--- src/rtl/spi_frame_scheduler_pkg.sv ---
// Shared frame layout, FSM state encoding and flags-byte format for the
// SPI frame scheduler.
package spi_frame_pkg;

   localparam logic [7:0] FRAME_HEADER = 8'hAA;
   localparam int         FRAME_BYTES  = 16;
   localparam int         FRAME_W      = 8 * FRAME_BYTES;

   localparam int HDR_BYTE   = 0;
   localparam int QW_BYTE    = 1;
   localparam int QX_BYTE    = 3;
   localparam int QY_BYTE    = 5;
   localparam int QZ_BYTE    = 7;
   localparam int GX_BYTE    = 9;
   localparam int GY_BYTE    = 11;
   localparam int GZ_BYTE    = 13;
   localparam int FLAGS_BYTE = 15;

   typedef enum logic [1:0] {
      WAIT_IDLE = 2'd0,
      IDLE      = 2'd1,
      SNAP      = 2'd2,
      ACTIVE    = 2'd3
   } frame_state_t;

   typedef struct packed {
      logic       initialized;
      logic       error;
      logic       quat_fresh;
      logic       gyro_fresh;
      logic [3:0] seq;
   } frame_flags_t;

   // Bit index of the MSB of a byte; byte 0 sits at the top of the frame.
   function automatic int field_msb(input int byte_idx);
      return FRAME_W - 1 - 8 * byte_idx;
   endfunction

endpackage

--- src/rtl/spi_frame_scheduler_cs_sync_edge.sv ---
// Chip-select synchronizer followed by a single edge-detect flop.
// Every flop powers up / resets to the idle (high) level.
module cs_sync_edge #(
   parameter int SYNC_STAGES = 2
) (
   input  logic clk,
   input  logic reset,
   input  logic cs_n,
   output logic cs_sync,
   output logic cs_fall,
   output logic cs_rise
);

   logic [SYNC_STAGES-1:0] sync_q;
   logic                   cs_prev_q;

   always_ff @(posedge clk) begin
      if (reset) begin
         sync_q    <= '1;
         cs_prev_q <= 1'b1;
      end else begin
         sync_q    <= {sync_q[SYNC_STAGES-2:0], cs_n};
         cs_prev_q <= sync_q[SYNC_STAGES-1];
      end
   end

   assign cs_sync = sync_q[SYNC_STAGES-1];
   assign cs_fall = cs_prev_q & ~cs_sync;
   assign cs_rise = ~cs_prev_q & cs_sync;

endmodule

--- src/rtl/spi_frame_scheduler.sv ---
// Freezes one coherent 16-byte IMU frame per MCU SPI transaction and
// strobes packet_load so the SPI slave reloads its shifter.
module spi_frame_scheduler
   import spi_frame_pkg::*;
#(
   parameter int SYNC_STAGES = 2,
   parameter int SEQ_WIDTH   = 4
) (
   input  logic                     clk,
   input  logic                     reset,
   input  logic                     cs_n,
   input  logic                     initialized,
   input  logic                     error,
   input  logic                     quat1_valid,
   input  logic signed [15:0]       quat1_w,
   input  logic signed [15:0]       quat1_x,
   input  logic signed [15:0]       quat1_y,
   input  logic signed [15:0]       quat1_z,
   input  logic                     gyro1_valid,
   input  logic signed [15:0]       gyro1_x,
   input  logic signed [15:0]       gyro1_y,
   input  logic signed [15:0]       gyro1_z,
   output logic [FRAME_W-1:0]       tx_packet,
   output logic                     packet_load,
   output logic                     busy,
   output logic [SEQ_WIDTH-1:0]     frame_seq
);

   localparam int                  CNT_W       = $clog2(SYNC_STAGES + 1);
   localparam logic [CNT_W-1:0]    CNT_LAST    = CNT_W'(SYNC_STAGES);
   localparam logic [FRAME_W-1:0]  RESET_FRAME = {FRAME_HEADER, {(FRAME_W-8){1'b0}}};

   logic cs_sync;
   logic cs_fall;
   logic cs_rise;
   logic unused_cs_rise;

   cs_sync_edge #(
      .SYNC_STAGES (SYNC_STAGES)
   ) u_cs_sync_edge (
      .clk     (clk),
      .reset   (reset),
      .cs_n    (cs_n),
      .cs_sync (cs_sync),
      .cs_fall (cs_fall),
      .cs_rise (cs_rise)
   );

   assign unused_cs_rise = cs_rise;

   frame_state_t          state_q;
   logic [CNT_W-1:0]      idle_cnt_q;
   logic [SEQ_WIDTH-1:0]  seq_q;

   logic signed [15:0] quat_w_q, quat_x_q, quat_y_q, quat_z_q;
   logic signed [15:0] gyro_x_q, gyro_y_q, gyro_z_q;
   logic               quat_fresh_q, gyro_fresh_q;

   frame_flags_t       flags;
   logic [FRAME_W-1:0] next_frame;

   always_comb begin
      flags.initialized = initialized;
      flags.error       = error;
      flags.quat_fresh  = quat_fresh_q;
      flags.gyro_fresh  = gyro_fresh_q;
      flags.seq         = 4'(seq_q);

      next_frame = '0;
      next_frame[field_msb(HDR_BYTE)   -: 8]  = FRAME_HEADER;
      next_frame[field_msb(QW_BYTE)    -: 16] = quat_w_q;
      next_frame[field_msb(QX_BYTE)    -: 16] = quat_x_q;
      next_frame[field_msb(QY_BYTE)    -: 16] = quat_y_q;
      next_frame[field_msb(QZ_BYTE)    -: 16] = quat_z_q;
      next_frame[field_msb(GX_BYTE)    -: 16] = gyro_x_q;
      next_frame[field_msb(GY_BYTE)    -: 16] = gyro_y_q;
      next_frame[field_msb(GZ_BYTE)    -: 16] = gyro_z_q;
      next_frame[field_msb(FLAGS_BYTE) -: 8]  = flags;
   end

   always_ff @(posedge clk) begin
      if (reset) begin
         state_q      <= WAIT_IDLE;
         idle_cnt_q   <= '0;
         seq_q        <= '0;
         tx_packet    <= RESET_FRAME;
         packet_load  <= 1'b0;
         quat_w_q     <= '0;
         quat_x_q     <= '0;
         quat_y_q     <= '0;
         quat_z_q     <= '0;
         gyro_x_q     <= '0;
         gyro_y_q     <= '0;
         gyro_z_q     <= '0;
         quat_fresh_q <= 1'b0;
         gyro_fresh_q <= 1'b0;
      end else begin
         packet_load <= 1'b0;

         if (quat1_valid) begin
            quat_w_q     <= quat1_w;
            quat_x_q     <= quat1_x;
            quat_y_q     <= quat1_y;
            quat_z_q     <= quat1_z;
            quat_fresh_q <= 1'b1;
         end
         if (gyro1_valid) begin
            gyro_x_q     <= gyro1_x;
            gyro_y_q     <= gyro1_y;
            gyro_z_q     <= gyro1_z;
            gyro_fresh_q <= 1'b1;
         end

         case (state_q)
            // The chain holds its reset value (high) for SYNC_STAGES cycles, so
            // one extra high sample proves cs_n was genuinely seen idle.
            WAIT_IDLE: begin
               if (!cs_sync)
                  idle_cnt_q <= '0;
               else if (idle_cnt_q == CNT_LAST)
                  state_q <= IDLE;
               else
                  idle_cnt_q <= idle_cnt_q + 1'b1;
            end
            IDLE: begin
               if (cs_fall)
                  state_q <= SNAP;
            end
            // A strobe landing in this cycle is kept for the next frame.
            SNAP: begin
               tx_packet    <= next_frame;
               packet_load  <= 1'b1;
               quat_fresh_q <= quat1_valid;
               gyro_fresh_q <= gyro1_valid;
               state_q      <= ACTIVE;
            end
            ACTIVE: begin
               if (cs_sync) begin
                  state_q <= IDLE;
                  seq_q   <= seq_q + 1'b1;
               end
            end
            default: state_q <= WAIT_IDLE;
         endcase
      end
   end

   assign busy      = (state_q == SNAP) || (state_q == ACTIVE);
   assign frame_seq = seq_q;

endmodule

--- config.mk ---
export PLATFORM = sky130hd
export DESIGN_NAME = spi_frame_scheduler
export DESIGN_NICKNAME = d
export VERILOG_FILES = /design/src/rtl/spi_frame_scheduler_pkg.sv /design/src/rtl/spi_frame_scheduler_cs_sync_edge.sv /design/src/rtl/spi_frame_scheduler.sv
export SDC_FILE = /design/constraint.sdc
export NUM_CORES = 1
export LEC_CHECK = 0
export ABC_AREA = 1
export BUFFER_PORTS_ARGS = -buffer_cell sky130_fd_sc_hd__buf_2
export CELL_PAD_IN_SITES_DETAIL_PLACEMENT = 0
export CELL_PAD_IN_SITES_GLOBAL_PLACEMENT = 2
export CORE_MARGIN = 2
export CORE_UTILIZATION = 29
export DETAILED_ROUTE_END_ITERATION = 8
export PLACE_DENSITY_LB_ADDON = 0.05
export SYNTH_ARGS = -nofsm -noshare
export SYNTH_HDL_FRONTEND = slang
export SYNTH_HIERARCHICAL = 1
export SYNTH_SLANG_ARGS = --single-unit
--- constraint.sdc ---
create_clock -name clk -period 1.75 [get_ports clk]
set_input_delay 0.2625 -clock clk [delete_from_list [all_inputs] [get_ports clk]]
set_output_delay 0.2625 -clock clk [all_outputs]
set_load 0.05 [all_outputs]
==> flow_metrics.env <==
export IMPL_multi_input_area_um2=3436
export IMPL_finalClockSkew_ns=0.005862
export IMPL_grt_pass1_vias=7986
export IMPL_drive_gt1_share_pct=27.73
export IMPL_required_ns=1.49
export IMPL_dp_hpwl_mm=15.98
export IMPL_fin_crit_ns=1.737
export IMPL_synth_warnings=6
export IMPL_fin_ws_ns=0.01261
export IMPL_fill_cells=3241
export IMPL_critPathCaptureType="output port"
export IMPL_use_met2_pct=26.04
export IMPL_diodes=0
export IMPL_start_kind="flop"
export IMPL_power_density_nw_per_um2=1564
export IMPL_ctsLongestPathBuffers=3
export IMPL_antenna_left=0
export IMPL_gr_usage_met3_pct=4.356
export IMPL_syn_area_um2=8945
export IMPL_dieWidth_um=179.6
export IMPL_syn_avg_cell_area_um2=8.124
export IMPL_core_rowCount=64
export IMPL_viasPerCell=4.297
export IMPL_hold_viol=0
export IMPL_vias=7963
export IMPL_grt_use_total_pct=15.87
export IMPL_dieArea_um2=32270
export IMPL_die_h_um=179.6
export IMPL_vdd_drop_max_mv=0.7490
export IMPL_core_area_um2=30510
export IMPL_finalCritPeriodShare_pct=99.28
export IMPL_io_pins=253
export IMPL_grt_antenna_before_repair=0
export IMPL_drtIter0Drc=311
export IMPL_critPathKind="reg -> out"
export IMPL_area_growth_pct=40.03
export IMPL_grtUsageMet1_pct=20.55
export IMPL_grt_ovfl_total=0
export IMPL_cts_sinks=246
export IMPL_max_freq_ghz=0.5756
export IMPL_first_pass_iters=4
export IMPL_max_cap_violations=0
export IMPL_grt_max_degree=65
export IMPL_synthCells=1101
export IMPL_cts_made_buffers=29
export IMPL_critPathMaxFanout=3
export IMPL_dpl_cell_count=1688
export IMPL_gp_congestion=0.7106
export IMPL_dp_slack_ns=0.3065
export IMPL_cts_tree="built"
export IMPL_min_path_type="in -> reg"
export IMPL_final_max_slew_violation_count=0
export IMPL_regArea_um2=4927
export IMPL_wl_mm=25.98
export IMPL_holdWs_ns=0.1440
export IMPL_drc_errors=0
export IMPL_grt_first_pass_wirelength_mm=42.38
export IMPL_worstPathArrival_ns=1.47
export IMPL_final_nets=1565
export IMPL_clk_pin_slew_ns=0.06
export IMPL_grt_busiest_layer="met2"
export IMPL_setup_viol=0
export IMPL_rsz0062_at_grt="true"
export IMPL_outcome="finished, final reports clean"
export IMPL_h_tree_depth=1
export IMPL_wire_per_inst_um=14.02
export IMPL_cts_root_buf="clkbuf_16"
export IMPL_instances_no_fill=1853
export IMPL_initial_utilization_pct=29.32
export IMPL_io_buffers=244
export IMPL_clkLatencyLatePin_ns=0.53
export IMPL_cellLeakagePower_nw=5.951
power breakdown:
part	switching, mW	leakage [nW]	total (mW)	internal, mW
Sequential	0.509	2.03	7.17	6.66
Combinational	5.15	3.51	6.96	1.81
Clock	2.27	0.409	5.47	3.19
worst max-delay path, cell delays in order, from the launching register on:
cell and delay (ns):
dfxtp_2 0.34, ha_2 0.20, or2_1 0.24, buf_6 0.16
registers in the layout, summed over array words and instances (netlist names):
| name | cells |
|---|---|
| frame_seq | 4 |
| gyro_fresh_q | 1 |
| gyro_x_q | 16 |
| gyro_y_q | 16 |
| gyro_z_q | 16 |
| idle_cnt_q | 2 |
| packet_load | 1 |
| quat_fresh_q | 1 |
| quat_w_q | 16 |
| quat_x_q | 16 |
| quat_y_q | 16 |
| quat_z_q | 16 |
| state_q | 2 |
| tx_packet | 120 |
| u_cs_sync_edge/cs_prev_q | 1 |
| u_cs_sync_edge/sync_q | 2 |
cell usage in the layout (no fill, tap or decap), types with 15 or more instances in the layout:
cell,count
clkbuf_16,29
nor2_1,385
nor2_2,89
dlygate4sd3_1,115
buf_2,243
inv_1,18
o21ai_0,80
dfxtp_1,244
nand2_1,17
o21ai_1,156
buf_4,15
stage by stage:
stage	util, %	total power [mW]	cell area, um^2	setup TNS (ns)
2_1_floorplan	-	12.38	8967	0
3_3_place_gp	34.44	14.09	10510	0
3_5_place_dp	34.44	14.10	10510	0
4_1_cts	41.06	19.95	12530	-0.01776
5_1_grt	41.06	20.77	12530	-0.03227
6_report	41.06	19.59	12530	0
per-layer routing:
layer | share of wire [%] | wire, um
met1 | 47 | 12130
met3 | 6.3 | 1632
met5 | 0 | 0
met2 | 45 | 11570
met4 | 2.5 | 648
what timing repair did:
action                                 4_1_cts  5_1_grt
setup endpoints to repair                    1        1
hold buffers                               115        0
gates resized for setup                      6        0
endpoints found under the hold margin      115        0
setup buffers                                2        0
pin swaps                                    1        0
layout make-up:
type                            count  area share (%)
Multi-Input combinational cell    754           27.43
Tap cell                          396           3.956
Sequential cell                   246           39.34
Timing Repair Buffer              386           21.81
Clock buffer                       46           6.623
Clock inverter                      2         0.07991
Inverter                           23          0.7692
final timing paths:
check | end | cells past startpoint | startpoint | slack [ns]
hold reg to reg | u_cs_sync_edge/sync_q[1] | 2 | u_cs_sync_edge/sync_q[0] | 0.41
setup reg to reg | tx_packet[108] | 7 | state_q[0] | 0.31
hold / removal | quat_fresh_q | 3 | reset | 0.14
setup / recovery | busy | 3 | state_q[0] | 0.01
No activity file was read; power rests on OpenSTA's default activity.
